$ cat src/rtl/ipv4_fwd_pkg.sv
// ipv4_fwd_pkg
// Shared definitions for the IPv4 forwarding sequencer:
//   - forwarding action codes carried in each decision record
//   - sequencer FSM state type
//   - decision record width helper ({action, port mask, next hop})
package ipv4_fwd_pkg;

    localparam logic [1:0] ACT_FWD  = 2'd0;
    localparam logic [1:0] ACT_CPU  = 2'd1;
    localparam logic [1:0] ACT_DROP = 2'd2;

    typedef enum logic [2:0] {
        S_IDLE,
        S_HDR,
        S_RES,
        S_LOOKUP,
        S_PUSH
    } state_e;

    function automatic int unsigned dec_rec_width(input int unsigned num_ports);
        return 2 + num_ports + 32;
    endfunction

endpackage

$ cat src/rtl/fwd_dec_fifo.sv
// fwd_dec_fifo
// Synchronous show-ahead FIFO holding forwarding decisions.
// Ports:
//   clk, resetn    clock, synchronous active-low reset (empties the FIFO)
//   push_i/data_i  write request and record
//   pop_i          read request (ignored while empty)
//   data_o         head record, forced to zero while empty
//   full_o/empty_o occupancy flags
//   count_o        number of stored records
module fwd_dec_fifo #(
    parameter int unsigned WIDTH = 42,
    parameter int unsigned DEPTH = 4
) (
    input  logic                     clk,
    input  logic                     resetn,
    input  logic                     push_i,
    input  logic [WIDTH-1:0]         data_i,
    input  logic                     pop_i,
    output logic [WIDTH-1:0]         data_o,
    output logic                     full_o,
    output logic                     empty_o,
    output logic [$clog2(DEPTH):0]   count_o
);

    localparam int unsigned AW = $clog2(DEPTH);

    logic [WIDTH-1:0] mem_q [DEPTH];
    logic [AW-1:0]    wr_ptr_q;
    logic [AW-1:0]    rd_ptr_q;
    logic [AW:0]      count_q;
    logic             do_push;
    logic             do_pop;

    assign empty_o = (count_q == '0);
    assign full_o  = (count_q == (AW+1)'(DEPTH));
    assign count_o = count_q;

    // A pop frees the slot in the same cycle, so push-while-full is legal with a pop.
    assign do_pop  = pop_i & ~empty_o;
    assign do_push = push_i & (~full_o | do_pop);

    always_ff @(posedge clk) begin
        if (!resetn) begin
            wr_ptr_q <= '0;
            rd_ptr_q <= '0;
            count_q  <= '0;
        end else begin
            // DEPTH is a power of two, so pointer overflow is the modulo wrap.
            if (do_push) wr_ptr_q <= wr_ptr_q + AW'(1);
            if (do_pop)  rd_ptr_q <= rd_ptr_q + AW'(1);
            if (do_push && !do_pop)      count_q <= count_q + (AW+1)'(1);
            else if (!do_push && do_pop) count_q <= count_q - (AW+1)'(1);
        end
    end

    always_ff @(posedge clk) begin
        if (do_push) mem_q[wr_ptr_q] <= data_i;
    end

    assign data_o = empty_o ? '0 : mem_q[rd_ptr_q];

endmodule

$ cat src/rtl/ipv4_fwd_sched.sv
// ipv4_fwd_sched
// Per-packet sequencer for the IPv4 check stage of the output-port lookup.
// Ports:
//   clk, resetn                 clock, synchronous active-low reset
//   i_tvalid/i_tready/i_tlast   snooped input stream handshake
//   i_is_ipv4                   ethertype is IPv4 (valid on beat 1)
//   o_pkt_word1/o_pkt_word2     beat 1 / beat 2 transferring (combinational)
//   o_hdr_ready                 0 stalls new packet starts (no decision slot)
//   i_can_handle..i_dst_ipv4    checker verdicts, sampled one cycle after word2
//   o_lpm_req/o_lpm_addr        LPM request (level) and key
//   i_lpm_ack/hit/nexthop/port  LPM response strobe and result
//   o_dec_*/i_dec_ready         decision FIFO read side
//   o_cnt_timeout               saturating count of lookup timeouts
module ipv4_fwd_sched
    import ipv4_fwd_pkg::*;
#(
    parameter int unsigned DEC_DEPTH   = 4,
    parameter int unsigned LPM_TIMEOUT = 64,
    parameter int unsigned NUM_PORTS   = 8
) (
    input  logic                 clk,
    input  logic                 resetn,
    input  logic                 i_tvalid,
    input  logic                 i_tready,
    input  logic                 i_tlast,
    input  logic                 i_is_ipv4,
    output logic                 o_pkt_word1,
    output logic                 o_pkt_word2,
    output logic                 o_hdr_ready,
    input  logic                 i_can_handle,
    input  logic                 i_csum_ok,
    input  logic                 i_ttl_ok,
    input  logic [31:0]          i_dst_ipv4,
    output logic                 o_lpm_req,
    output logic [31:0]          o_lpm_addr,
    input  logic                 i_lpm_ack,
    input  logic                 i_lpm_hit,
    input  logic [31:0]          i_lpm_nexthop,
    input  logic [NUM_PORTS-1:0] i_lpm_port,
    output logic                 o_dec_valid,
    input  logic                 i_dec_ready,
    output logic [1:0]           o_dec_action,
    output logic [NUM_PORTS-1:0] o_dec_port,
    output logic [31:0]          o_dec_nexthop,
    output logic [15:0]          o_cnt_timeout
);

    localparam int unsigned DW = dec_rec_width(NUM_PORTS);
    localparam int unsigned CW = $clog2(DEC_DEPTH);

    state_e               state_q, state_d;
    logic [1:0]           cnt_q, cnt_d;
    logic [1:0]           act_q, act_d;
    logic [NUM_PORTS-1:0] port_q, port_d;
    logic [31:0]          nh_q, nh_d;
    logic [31:0]          dst_q, dst_d;
    logic [7:0]           timer_q, timer_d;
    logic [15:0]          tmo_q, tmo_d;

    logic                 beat;
    logic                 push;
    logic                 accept_start;
    logic                 load_dec;
    logic [1:0]           load_act;
    logic                 inflight;
    logic [CW:0]          fifo_cnt;
    logic                 fifo_full;
    logic                 fifo_empty;
    logic [DW-1:0]        fifo_dout;

    assign beat        = i_tvalid & i_tready;
    assign o_pkt_word1 = beat & (cnt_q == 2'd0);
    assign o_pkt_word2 = beat & (cnt_q == 2'd1);

    always_comb begin
        cnt_d = cnt_q;
        if (beat) begin
            if (i_tlast)              cnt_d = 2'd0;
            else if (cnt_q != 2'd2)   cnt_d = cnt_q + 2'd1;
        end
    end

    always_comb begin
        state_d      = state_q;
        act_d        = act_q;
        port_d       = port_q;
        nh_d         = nh_q;
        dst_d        = dst_q;
        timer_d      = timer_q;
        tmo_d        = tmo_q;
        push         = 1'b0;
        accept_start = 1'b0;
        load_dec     = 1'b0;
        load_act     = ACT_CPU;

        unique case (state_q)
            S_IDLE: accept_start = 1'b1;
            S_HDR: begin
                if (o_pkt_word2) begin
                    state_d = S_RES;
                end else if (beat && i_tlast) begin
                    load_dec = 1'b1;
                    state_d  = S_PUSH;
                end
            end
            S_RES: begin
                if (!i_can_handle) begin
                    load_dec = 1'b1;
                    state_d  = S_PUSH;
                end else if (!i_csum_ok) begin
                    load_dec = 1'b1;
                    load_act = ACT_DROP;
                    state_d  = S_PUSH;
                end else if (!i_ttl_ok) begin
                    load_dec = 1'b1;
                    state_d  = S_PUSH;
                end else begin
                    dst_d   = i_dst_ipv4;
                    timer_d = '0;
                    state_d = S_LOOKUP;
                end
            end
            S_LOOKUP: begin
                // Ack wins over a timer expiring in the same cycle.
                if (i_lpm_ack) begin
                    load_dec = 1'b1;
                    load_act = i_lpm_hit ? ACT_FWD : ACT_CPU;
                    state_d  = S_PUSH;
                end else if (timer_q == 8'(LPM_TIMEOUT - 1)) begin
                    load_dec = 1'b1;
                    if (tmo_q != 16'hFFFF) tmo_d = tmo_q + 16'd1;
                    state_d  = S_PUSH;
                end else begin
                    timer_d = timer_q + 8'd1;
                end
            end
            S_PUSH: begin
                push         = 1'b1;
                accept_start = 1'b1;
                state_d      = S_IDLE;
            end
            default: state_d = S_IDLE;
        endcase

        // Packet start is handled identically in IDLE and PUSH; the record being
        // pushed this cycle is act_q/port_q/nh_q, so overwriting *_d is safe.
        if (accept_start && o_pkt_word1) begin
            if (!i_is_ipv4 || i_tlast) begin
                load_dec = 1'b1;
                state_d  = S_PUSH;
            end else begin
                state_d  = S_HDR;
            end
        end

        if (load_dec) begin
            act_d  = load_act;
            port_d = (load_act == ACT_FWD) ? i_lpm_port    : '0;
            nh_d   = (load_act == ACT_FWD) ? i_lpm_nexthop : '0;
        end
    end

    always_ff @(posedge clk) begin
        if (!resetn) begin
            state_q <= S_IDLE;
            cnt_q   <= '0;
            act_q   <= ACT_FWD;
            port_q  <= '0;
            nh_q    <= '0;
            dst_q   <= '0;
            timer_q <= '0;
            tmo_q   <= '0;
        end else begin
            state_q <= state_d;
            cnt_q   <= cnt_d;
            act_q   <= act_d;
            port_q  <= port_d;
            nh_q    <= nh_d;
            dst_q   <= dst_d;
            timer_q <= timer_d;
            tmo_q   <= tmo_d;
        end
    end

    assign o_lpm_req     = (state_q == S_LOOKUP);
    assign o_lpm_addr    = o_lpm_req ? dst_q : '0;
    assign o_cnt_timeout = tmo_q;

    // Any packet past its first beat owns a FIFO slot until its PUSH retires.
    assign inflight    = (state_q != S_IDLE);
    assign o_hdr_ready = ~fifo_full &
                         ((32'(fifo_cnt) + (inflight ? 32'd1 : 32'd0)) < DEC_DEPTH);

    fwd_dec_fifo #(
        .WIDTH (DW),
        .DEPTH (DEC_DEPTH)
    ) u_dec_fifo (
        .clk     (clk),
        .resetn  (resetn),
        .push_i  (push),
        .data_i  ({act_q, port_q, nh_q}),
        .pop_i   (i_dec_ready),
        .data_o  (fifo_dout),
        .full_o  (fifo_full),
        .empty_o (fifo_empty),
        .count_o (fifo_cnt)
    );

    assign o_dec_valid = ~fifo_empty;
    assign {o_dec_action, o_dec_port, o_dec_nexthop} = fifo_dout;

endmodule

$ cat config.mk
export PLATFORM = sky130hd
export DESIGN_NAME = ipv4_fwd_sched
export DESIGN_NICKNAME = d
export VERILOG_FILES = /design/src/rtl/ipv4_fwd_pkg.sv /design/src/rtl/fwd_dec_fifo.sv /design/src/rtl/ipv4_fwd_sched.sv
export SDC_FILE = /design/constraint.sdc
export NUM_CORES = 1
export LEC_CHECK = 0
export BUFFER_PORTS_ARGS = -buffer_cell sky130_fd_sc_hd__buf_2
export CORE_MARGIN = 5
export CORE_UTILIZATION = 45
export CTS_CLUSTER_DIAMETER = 150
export CTS_CLUSTER_SIZE = 28
export DETAILED_ROUTE_END_ITERATION = 7
export PLACE_DENSITY_LB_ADDON = 0.15
export REMOVE_ABC_BUFFERS = 1
export SYNTH_ARGS = -nofsm -noshare
export SYNTH_HDL_FRONTEND = slang
export SYNTH_SLANG_ARGS = --single-unit
$ cat constraint.sdc
create_clock -name clk -period 3.4 [get_ports clk]
set_input_delay 0.17 -clock clk [delete_from_list [all_inputs] [get_ports clk]]
set_output_delay 0.17 -clock clk [all_outputs]
set_load 0.03 [all_outputs]
==> flow_summary.ini, run 1 <==
[power_and_ir_drop]
vdd_drop_max_uv = 429
power.density_nw_per_um2 = 617
power_leakage_nw = 4.89
report.power.total_mw = 8.13

[finish]
stdcell_area_um2 = 13200
design.final.nets = 1096
seqCellArea_um2 = 7290
post-route-util_pct = 54.7
final_cell_mix = 178 x buf_2, 168 x edfxtp_1, 110 x dfxtp_1
area_delta_synth_final_pct = 20.8
nFillCells = 2044
multi_input_comb_area_um2 = 3360
final_layout_size_suffix_gt1_share_pct = 26.1
antennaDiodeCount = 0
mostFrequentLayoutCell = buf_2

[worst_setup_path]
critical_path.max_fanout = 42
worst-endpoint-arrival_ns = 2.45
worst_setup_ep_type = output port
timing.setup.critical_path_class = reg -> out
timing.critical_path.from_type = flop
cp.required_ns = 3.23

[route]
dr.pass1.iters = 5
detail_route.vias_per_cell = 5.02
drtAntennaViolNets = 0
wl_per_cell_um = 17.3
finalWirelength_mm = 23.0
vias = 6688
route.detailed.drc = 0
drt_iter0_drc = 339

[timing]
rsz0062_at_grt = false
max_slew.worst_pin.slew_ns = 0.963
final-hold-violation-count = 0
totalNegativeSetupSlack_ns = 0
min_period_over_period_pct = 76.9
finalSetupViolations = 0
worst_clock_skew_ns = 0.0210
timing.fmax_mhz = 382
timing_max_transition_violations_final = 0
maxSlewHeadroom_pct = 35.8
fin_crit_ns = 2.62
setup_ws_ns = 0.784

[outcome]
status = completed

[clocking]
cts_resized = 0
post-cts-setup-buffers = 0
clock_sink_count = 280
cts.path.max_buffers = 3
clock_tree.htree_level_count = 1
ctsRootBufferMaster = clkbuf_16
tritoncts.num_buffers = 13
cts.reportedPaths.clkPinSlew_ns = 0.10
clkLatencyLatePin_ns = 0.49
tritoncts = built

[floorplanning]
initial_utilization_pct = 45.3
die_h_um = 166
core_area_um2 = 24100
boundaryPins = 179
num_rows = 57
die_w_um = 166
die_area_um2 = 27500

[grt]
grt_pass1_vias = 6976
grt.overflow.total = 0
global_route.usage.met3_pct = 4.00
met1_usage_pct = 23.0
grt_start_max_net_pins = 60
grtUsageMet2_pct = 27.5
grt_usage_pct = 16.5
top_usage_layer = met2
grt_pass1_wl_mm = 37.8
antenna_violations_before_repair = 0

[placement]
gp_routability_congestion = 0.732
place.detailed.hpwl_mm = 14.3
preCtsSetupSlack_ns = 0.911
place_area_um2 = 12100
io_buffer_count = 178

[logic_synthesis]
postSynth.asyncResetShare_pct = 0
yosysSeqAreaShare_pct = 66.8
synth_top_area_share_pct = 46.2
synth_cells = 769
synth.distinct_cells = 48
yosys_register_bits = 280
netlist_top_cells_area = edfxtp_1 46%, dfxtp_1 21%, mux4_2 8.7%
synthesis.yosys.warnings = 0
synth-edff-count = 168
post_synth.cell_area_avg_um2 = 14.2
synthesis.area_um2 = 10900
synth_ff_type = edfxtp_1
synth_area_leader_cell = edfxtp_1

[job]
drv.max_cap_violation_count = 0

[hold_path]
min-delay-path-class = in -> reg
metrics by stage:
stage	hold slack, ns	instances
3_5_place_dp	0.383	1238
6_report	0.0614	1331
3_3_place_gp	0.380	1238
2_1_floorplan	0.296	721
4_1_cts	0.0230	1331
5_1_grt	0.0425	1331
registers in the layout, indices dropped and copies added, names as in the netlist, named ones only:
register and count:
dst_q 32, u_dec_fifo.mem_q 168, act_q 2, state_q 3, o_cnt_timeout 16, nh_q 32, timer_q 8, u_dec_fifo.count_o 3
u_dec_fifo.wr_ptr_q 2, port_q 8, cnt_q 2, u_dec_fifo.rd_ptr_q 2
what timing repair did:
| action | 4_1_cts | 5_1_grt |
|---|---|---|
| hold endpoints to repair | 72 | 0 |
| setup endpoints to repair | 0 | 0 |
| hold buffers | 72 | 0 |
cells in the mapped netlist, drive strengths merged, types with 2 or more instances:
master and instances:
inv 9, o211ai 3, o2111ai 2, ha 10, nand2 78, and2 81, nand4 4, nor3b 3
clkbuf 29, nor3 4, a21oi 41, buf 19, or3 3, a22o 40, mux2i 9, and3 3
mux4 42, edfxtp 168, a31oi 3, nand2b 7, nor2 37, nor4 7, nand3 10, dfxtp 112
a22oi 2, xnor2 10, nand3b 2, or2 2, xor2 10, nor4b 4, and4 2, o21ai 4
final timing paths:
path,to,slack (ns),cells past startpoint,from
setup / recovery,o_dec_action[1],0.78,3,flop
hold / removal,act_q[1]$_SDFFE_PN0P_,0.06,4,i_csum_ok
setup reg to reg,o_cnt_timeout[13]$_SDFFE_PN0P_,0.94,6,timer_q[0]$_SDFFE_PN0P_
hold reg to reg,dst_q[26]$_SDFFE_PN0P_,0.46,2,dst_q[26]$_SDFFE_PN0P_
metal layers:
layer  vias to the layer above  share of wire, %
met4                         0               1.1
met5                         -                 0
li1                       3265                 -
met1                      3240                46
met2                       164                47
met3                        19               6.1
where the power goes:
part           internal (mW)  switching [mW]  total (mW)
clock network          0.730           0.979        1.71
logic                   1.01            1.67        2.68
registers               3.60           0.147        3.74
critical path, stage by stage, from the launching register on:
cell     delay, ns
dfxtp_4       0.93
mux4_2        0.61
and2_1        0.20
buf_2         0.18
final cells by class:
class,count,share of cell area [%]
well taps,324,3.08
flip-flops and latches,280,55.3
repair buffers,265,13.1
clock buffers,21,2.70
inverters,10,0.285
multi-input cells,431,25.5
cells by family (layout without fill, tap and decap cells):
family                     count (synthesis)  count (layout)  share of synthesized area, %
xor gates and xnor gates                  20              20                          1.61
and+or+nand+nor                          250             250                          12.0
DFF                                      280             280                          66.8
muxes                                     51              51                          9.50
AOI/OAI and AO/OA                         99              99                          6.27
buffers and inverters                     58             296                          2.53
adders and majority gates                 11              11                          1.33
Power figures use the tool's default switching activity.
==> run 2, diff against run 1 <==
clock period = 2.3 ns   (was 3.4 ns; I/O delays follow)
==> run 2 against run 1 <==
Against the previous run: final area up 1.9%; critical path depth up 6; register-to-register slack worse by 0.79 ns; first-iteration DRC count down 14%; wire length up 0.72%; clock-buffer cell count unchanged; setup slack worse by 0.63 ns; cell count up 1.2%; clock skew down 0.0070 ns; sequential share of layout area down 1.0 points.
==> flow_summary.ini, run 2 (synthesis gave the netlist of run 1 again) <==
[route]
drtAntennaViolNets = 0
drt_iter0_drc = 291
wl_per_cell_um = 17.2
vias = 6740
route.detailed.drc = 0
finalWirelength_mm = 23.2
dr.pass1.iters = 4
detail_route.vias_per_cell = 5.00

[finish]
area_delta_synth_final_pct = 23.1
nFillCells = 2040
antennaDiodeCount = 0
seqCellArea_um2 = 7290
final_cell_mix = 178 x buf_2, 168 x edfxtp_1, 110 x dfxtp_1
top_register = u_dec_fifo.mem_q
stdcell_area_um2 = 13400
mostFrequentLayoutCell = buf_2
multi_input_comb_area_um2 = 3380
top_registers = u_dec_fifo.mem_q: 168 flops, dst_q: 32 flops, nh_q: 32 flops
design.final.nets = 1112
final_cell_count_no_fill = 1347
final_layout_size_suffix_gt1_share_pct = 27.4
largest_register_ffs = 168

[timing]
timing.fmax_mhz = 466
final-hold-violation-count = 0
fin_crit_ns = 2.15
finalSetupViolations = 0
worst_clock_skew_ns = 0.0140
min_period_over_period_pct = 93.3
rsz0062_at_grt = false
maxSlewHeadroom_pct = 56.3
max_slew.worst_pin.slew_ns = 0.655
timing_max_transition_violations_final = 0

[clocking]
cts.path.max_buffers = 3
cts.reportedPaths.clkPinSlew_ns = 0.11
tritoncts = built
clkLatencyLatePin_ns = 0.48
clock_sink_count = 280
ctsRootBufferMaster = clkbuf_16
tritoncts.num_buffers = 13
clock_tree.htree_level_count = 1

[placement]
io_buffer_count = 178
gp_routability_congestion = 0.763
numPlacedInstances = 1252
place.detailed.hpwl_mm = 14.0
place_area_um2 = 12300

[worst_setup_path]
cp_slowest_stage_delay_ns = 0.41
worst-endpoint-arrival_ns = 2.55
cp.required_ns = 2.71
cp.buffers_inverters = 1
cell_occurring_most_often_along_the_worst_timing_path = nor2_1
crit_family = simple AND/OR/NAND/NOR gates
timing.critical_path.from_type = flop
timing.setup.critical_path_class = reg -> reg
worst_path_max_delay_cell = dfxtp_1
crit_chain = nor2_1 > nand2_1 > nor2_1 > ha_1 > inv_1 > fa_1 > xor2_1 > or3_1 > a21oi_1
critical_path.max_fanout = 10
worst_setup_ep_type = flop

[grt]
grt.overflow.total = 0
antenna_violations_before_repair = 0
grt_start_max_net_pins = 60
grt_pass1_wl_mm = 37.7
grt_usage_pct = 16.5
grt_pass1_vias = 6943

[floorplanning]
boundaryPins = 179
die_w_um = 166
core_area_um2 = 24100
num_rows = 57
die_h_um = 166
initial_utilization_pct = 45.3
die_area_um2 = 27500

[hold_path]
min-delay-path-class = in -> reg

[power_and_ir_drop]
power_leakage_nw = 4.99
vdd_drop_max_uv = 704
power.density_nw_per_um2 = 904

[outcome]
status = completed

[job]
drv.max_cap_violation_count = 0
## run 2: worst reg2reg max path: stages, from the launching register on
cell and delay, ns:
dfxtp_1 0.41, nor2_1 0.21, nand2_1 0.08, nor2_1 0.14, ha_1 0.21, inv_1 0.06, fa_1 0.37, xor2_1 0.15
or3_1 0.30, a21oi_1 0.14
## run 2: final timing paths
check / from / endpoint / slack, ns / cells past startpoint
min: resetn / state_q[2]$_SDFFE_PN0P_ / 0.02 / 3
max: state_q[0]$_SDFFE_PN0P_ / u_dec_fifo.count_o[2]$_SDFFE_PN0P_ / 0.15 / 9
min reg2reg: dst_q[7]$_SDFFE_PN0P_ / dst_q[7]$_SDFFE_PN0P_ / 0.45 / 2
max reg2reg: state_q[0]$_SDFFE_PN0P_ / u_dec_fifo.count_o[2]$_SDFFE_PN0P_ / 0.15 / 9
## run 2: final cells by class
type	count	share of cell area, %
inverters	10	0.280
flip-flops and latches	280	54.3
repair buffers	281	14.6
well taps	324	3.02
multi-input cells	431	25.2
clock buffers	21	2.65
## run 2: what timing repair did
action | CTS | global route
endpoints found under the hold margin | 73 | 0
hold buffers | 73 | 0
buffers inserted | 0 | 1
gates resized for setup | 0 | 3
endpoints found under the setup margin | 0 | 51
## run 2: power breakdown
group	switching [mW]	total, mW	leakage, nW	internal, mW
clock network	1.45	2.53	0.170	1.08
logic	2.66	4.24	2.34	1.58
registers	0.0435	5.36	2.48	5.32
## run 2: metrics by stage
stage	worst slack (ns)	utilization, %	hold WS, ns	power [mW]	TNS [ns]
2_1_floorplan	-1.14	-	0.241	8.36	-80.31
3_3_place_gp	0.192	51.1	0.326	9.69	0
3_5_place_dp	0.107	51.1	0.330	9.69	0
4_1_cts	0.0181	55.6	0.000582	12.3	0
5_1_grt	0.00166	55.7	0.0353	12.8	0
6_report	0.155	55.7	0.0185	12.1	0
## run 2: layer usage
layer	vias to the layer above	track usage [%]	part of all wire, %
li1	3304	-	-
met1	3256	22.8	46
met2	160	27.9	48
met3	20	3.41	5.5
met4	0	2.04	0.86
met5	-	0	0
==> run 3, diff against run 2 <==
clock period = 2.6 ns   (was 2.3 ns; I/O delays follow)
==> run 3 against run 2 <==
Against the previous run: core utilization down 0.50 points; clock skew up 0.0099 ns; wire length about the same; die area unchanged; sequential cell count unchanged; critical path type is now reg -> out; largest cell class unchanged.
==> flow_summary.ini, run 3 (synthesis gave the netlist of run 1 again) <==
[route]
drtAntennaViolNets = 0
vias = 6840
detail_route.vias_per_cell = 5.10
finalWirelength_mm = 23.2
drt_iter0_drc = 356
wl_per_cell_um = 17.3
dr.pass1.iters = 5
route.detailed.drc = 0

[clocking]
ctsRootBufferMaster = clkbuf_16
clkLatencyLatePin_ns = 0.49
cts.path.max_buffers = 3
clock_tree.htree_level_count = 1
tritoncts.num_buffers = 13
cts.reportedPaths.clkPinSlew_ns = 0.11
tritoncts = built
clock_sink_count = 280

[timing]
finalSetupViolations = 0
timing_max_transition_violations_final = 0
worst_clock_skew_ns = 0.0239
min_period_over_period_pct = 92.5
rsz0062_at_grt = false
timing.fmax_mhz = 416
maxSlewHeadroom_pct = 55.9
fin_crit_ns = 2.41
final-hold-violation-count = 0
max_slew.worst_pin.slew_ns = 0.661

[grt]
grt_pass1_wl_mm = 37.5
grt_pass1_vias = 6984
grt_usage_pct = 16.5
grt.overflow.total = 0
antenna_violations_before_repair = 1
grt_start_max_net_pins = 45

[power_and_ir_drop]
power.density_nw_per_um2 = 804
power_leakage_nw = 4.94
vdd_drop_max_uv = 686
report.power.total_mw = 10.7

[placement]
place.detailed.hpwl_mm = 13.9
io_buffer_count = 178
gp_routability_congestion = 0.753
numPlacedInstances = 1244

[floorplanning]
initial_utilization_pct = 45.3
die_h_um = 166
die_area_um2 = 27500
num_rows = 57
die_w_um = 166
boundaryPins = 179
core_area_um2 = 24100

[worst_setup_path]
timing.reg2reg.setup_slack_ns = 0.42
worst_setup_ep_type = output port
worstReg2RegStart = u_dec_fifo.count_o[0]$_SDFFE_PN0P_
timing.setup.critical_path_class = reg -> out
cp.required_ns = 2.47
worst_r2r_path_depth = 8
timing.critical_path.from_type = flop
reg2reg_to = u_dec_fifo.count_o[2]$_SDFFE_PN0P_
worst-endpoint-arrival_ns = 2.28
critical_path.max_fanout = 16

[finish]
area_delta_synth_final_pct = 22.0
nFillCells = 2059
largest_register_ffs = 168
final_cell_count_no_fill = 1340
final_cell_mix = 178 x buf_2, 168 x edfxtp_1, 110 x dfxtp_1
final_layout_size_suffix_gt1_share_pct = 26.6
design.final.nets = 1103
mostFrequentLayoutCell = buf_2
top_register = u_dec_fifo.mem_q
top_registers = u_dec_fifo.mem_q: 168 flops, dst_q: 32 flops, nh_q: 32 flops

[hold_path]
min_delay_worst_endpoint = act_q[0]$_SDFFE_PN0P_
min_delay_path_depth = 3
min-delay-path-class = in -> reg
hold_start = resetn

[job]
drv.max_cap_violation_count = 0

[outcome]
status = completed
run 3: layout make-up:
type	count	area [um^2]	area share, %
Sequential cell	280	7290	54.8
Multi-Input combinational cell	431	3360	25.3
Timing Repair Buffer	272	1840	13.8
Tap cell	324	405	3.05
Clock buffer	21	355	2.67
Inverter	10	37.5	0.282
Clock inverter	1	8.76	0.0658
Antenna cell	1	2.50	0.0188
run 3: power breakdown:
group | switching, mW | internal [mW] | leakage, nW
combinational | 2.27 | 1.35 | 2.28
sequential | 0.0983 | 4.70 | 2.48
clock | 1.31 | 0.963 | 0.174
run 3: layer usage:
layer  up-vias  wire length, um  GRT usage, %
li1       3278                -             -
met1      3355            10200          22.9
met2       188            11200          27.3
met3        19             1570          3.91
met4         0              238          2.44
met5         -                0             0
run 3: how the worst max path moves through the flow:
stage                                  to
floorplan            nh_q[0]$_SDFFE_PN0P_
CTS                 nh_q[28]$_SDFFE_PN0P_
detailed placement   nh_q[3]$_SDFFE_PN0P_
global placement     nh_q[2]$_SDFFE_PN0P_
global route             o_dec_nexthop[4]
finish                  o_dec_nexthop[24]
run 3: what timing repair did:
action / CTS / global route
hold buffers: 73 / 0
hold endpoints to repair: 73 / 0
gates resized for setup: 0 / 1
buffers inserted: 0 / 0
endpoints found under the setup margin: 0 / 40
run 3: per-stage QoR:
stage	instance area [um^2]	TNS, ns	hold WS [ns]	util (%)	setup WS, ns
after floorplan	10700	-45.22	0.256	-	-0.838
final	13300	0	0.0319	55.2	0.195
after global placement	12200	0	0.341	50.6	0.146
after CTS	13300	0	0.0115	55.2	0.0799
after detailed placement	12200	0	0.343	50.6	0.117
after global routing	13300	0	0.0286	55.2	0.0185
run 3: critical path, cell delays in order (launching register included):
cell	delay [ns]
dfxtp_4	0.60
buf_4	0.30
mux4_2	0.51
and2_1	0.18
buf_2	0.18
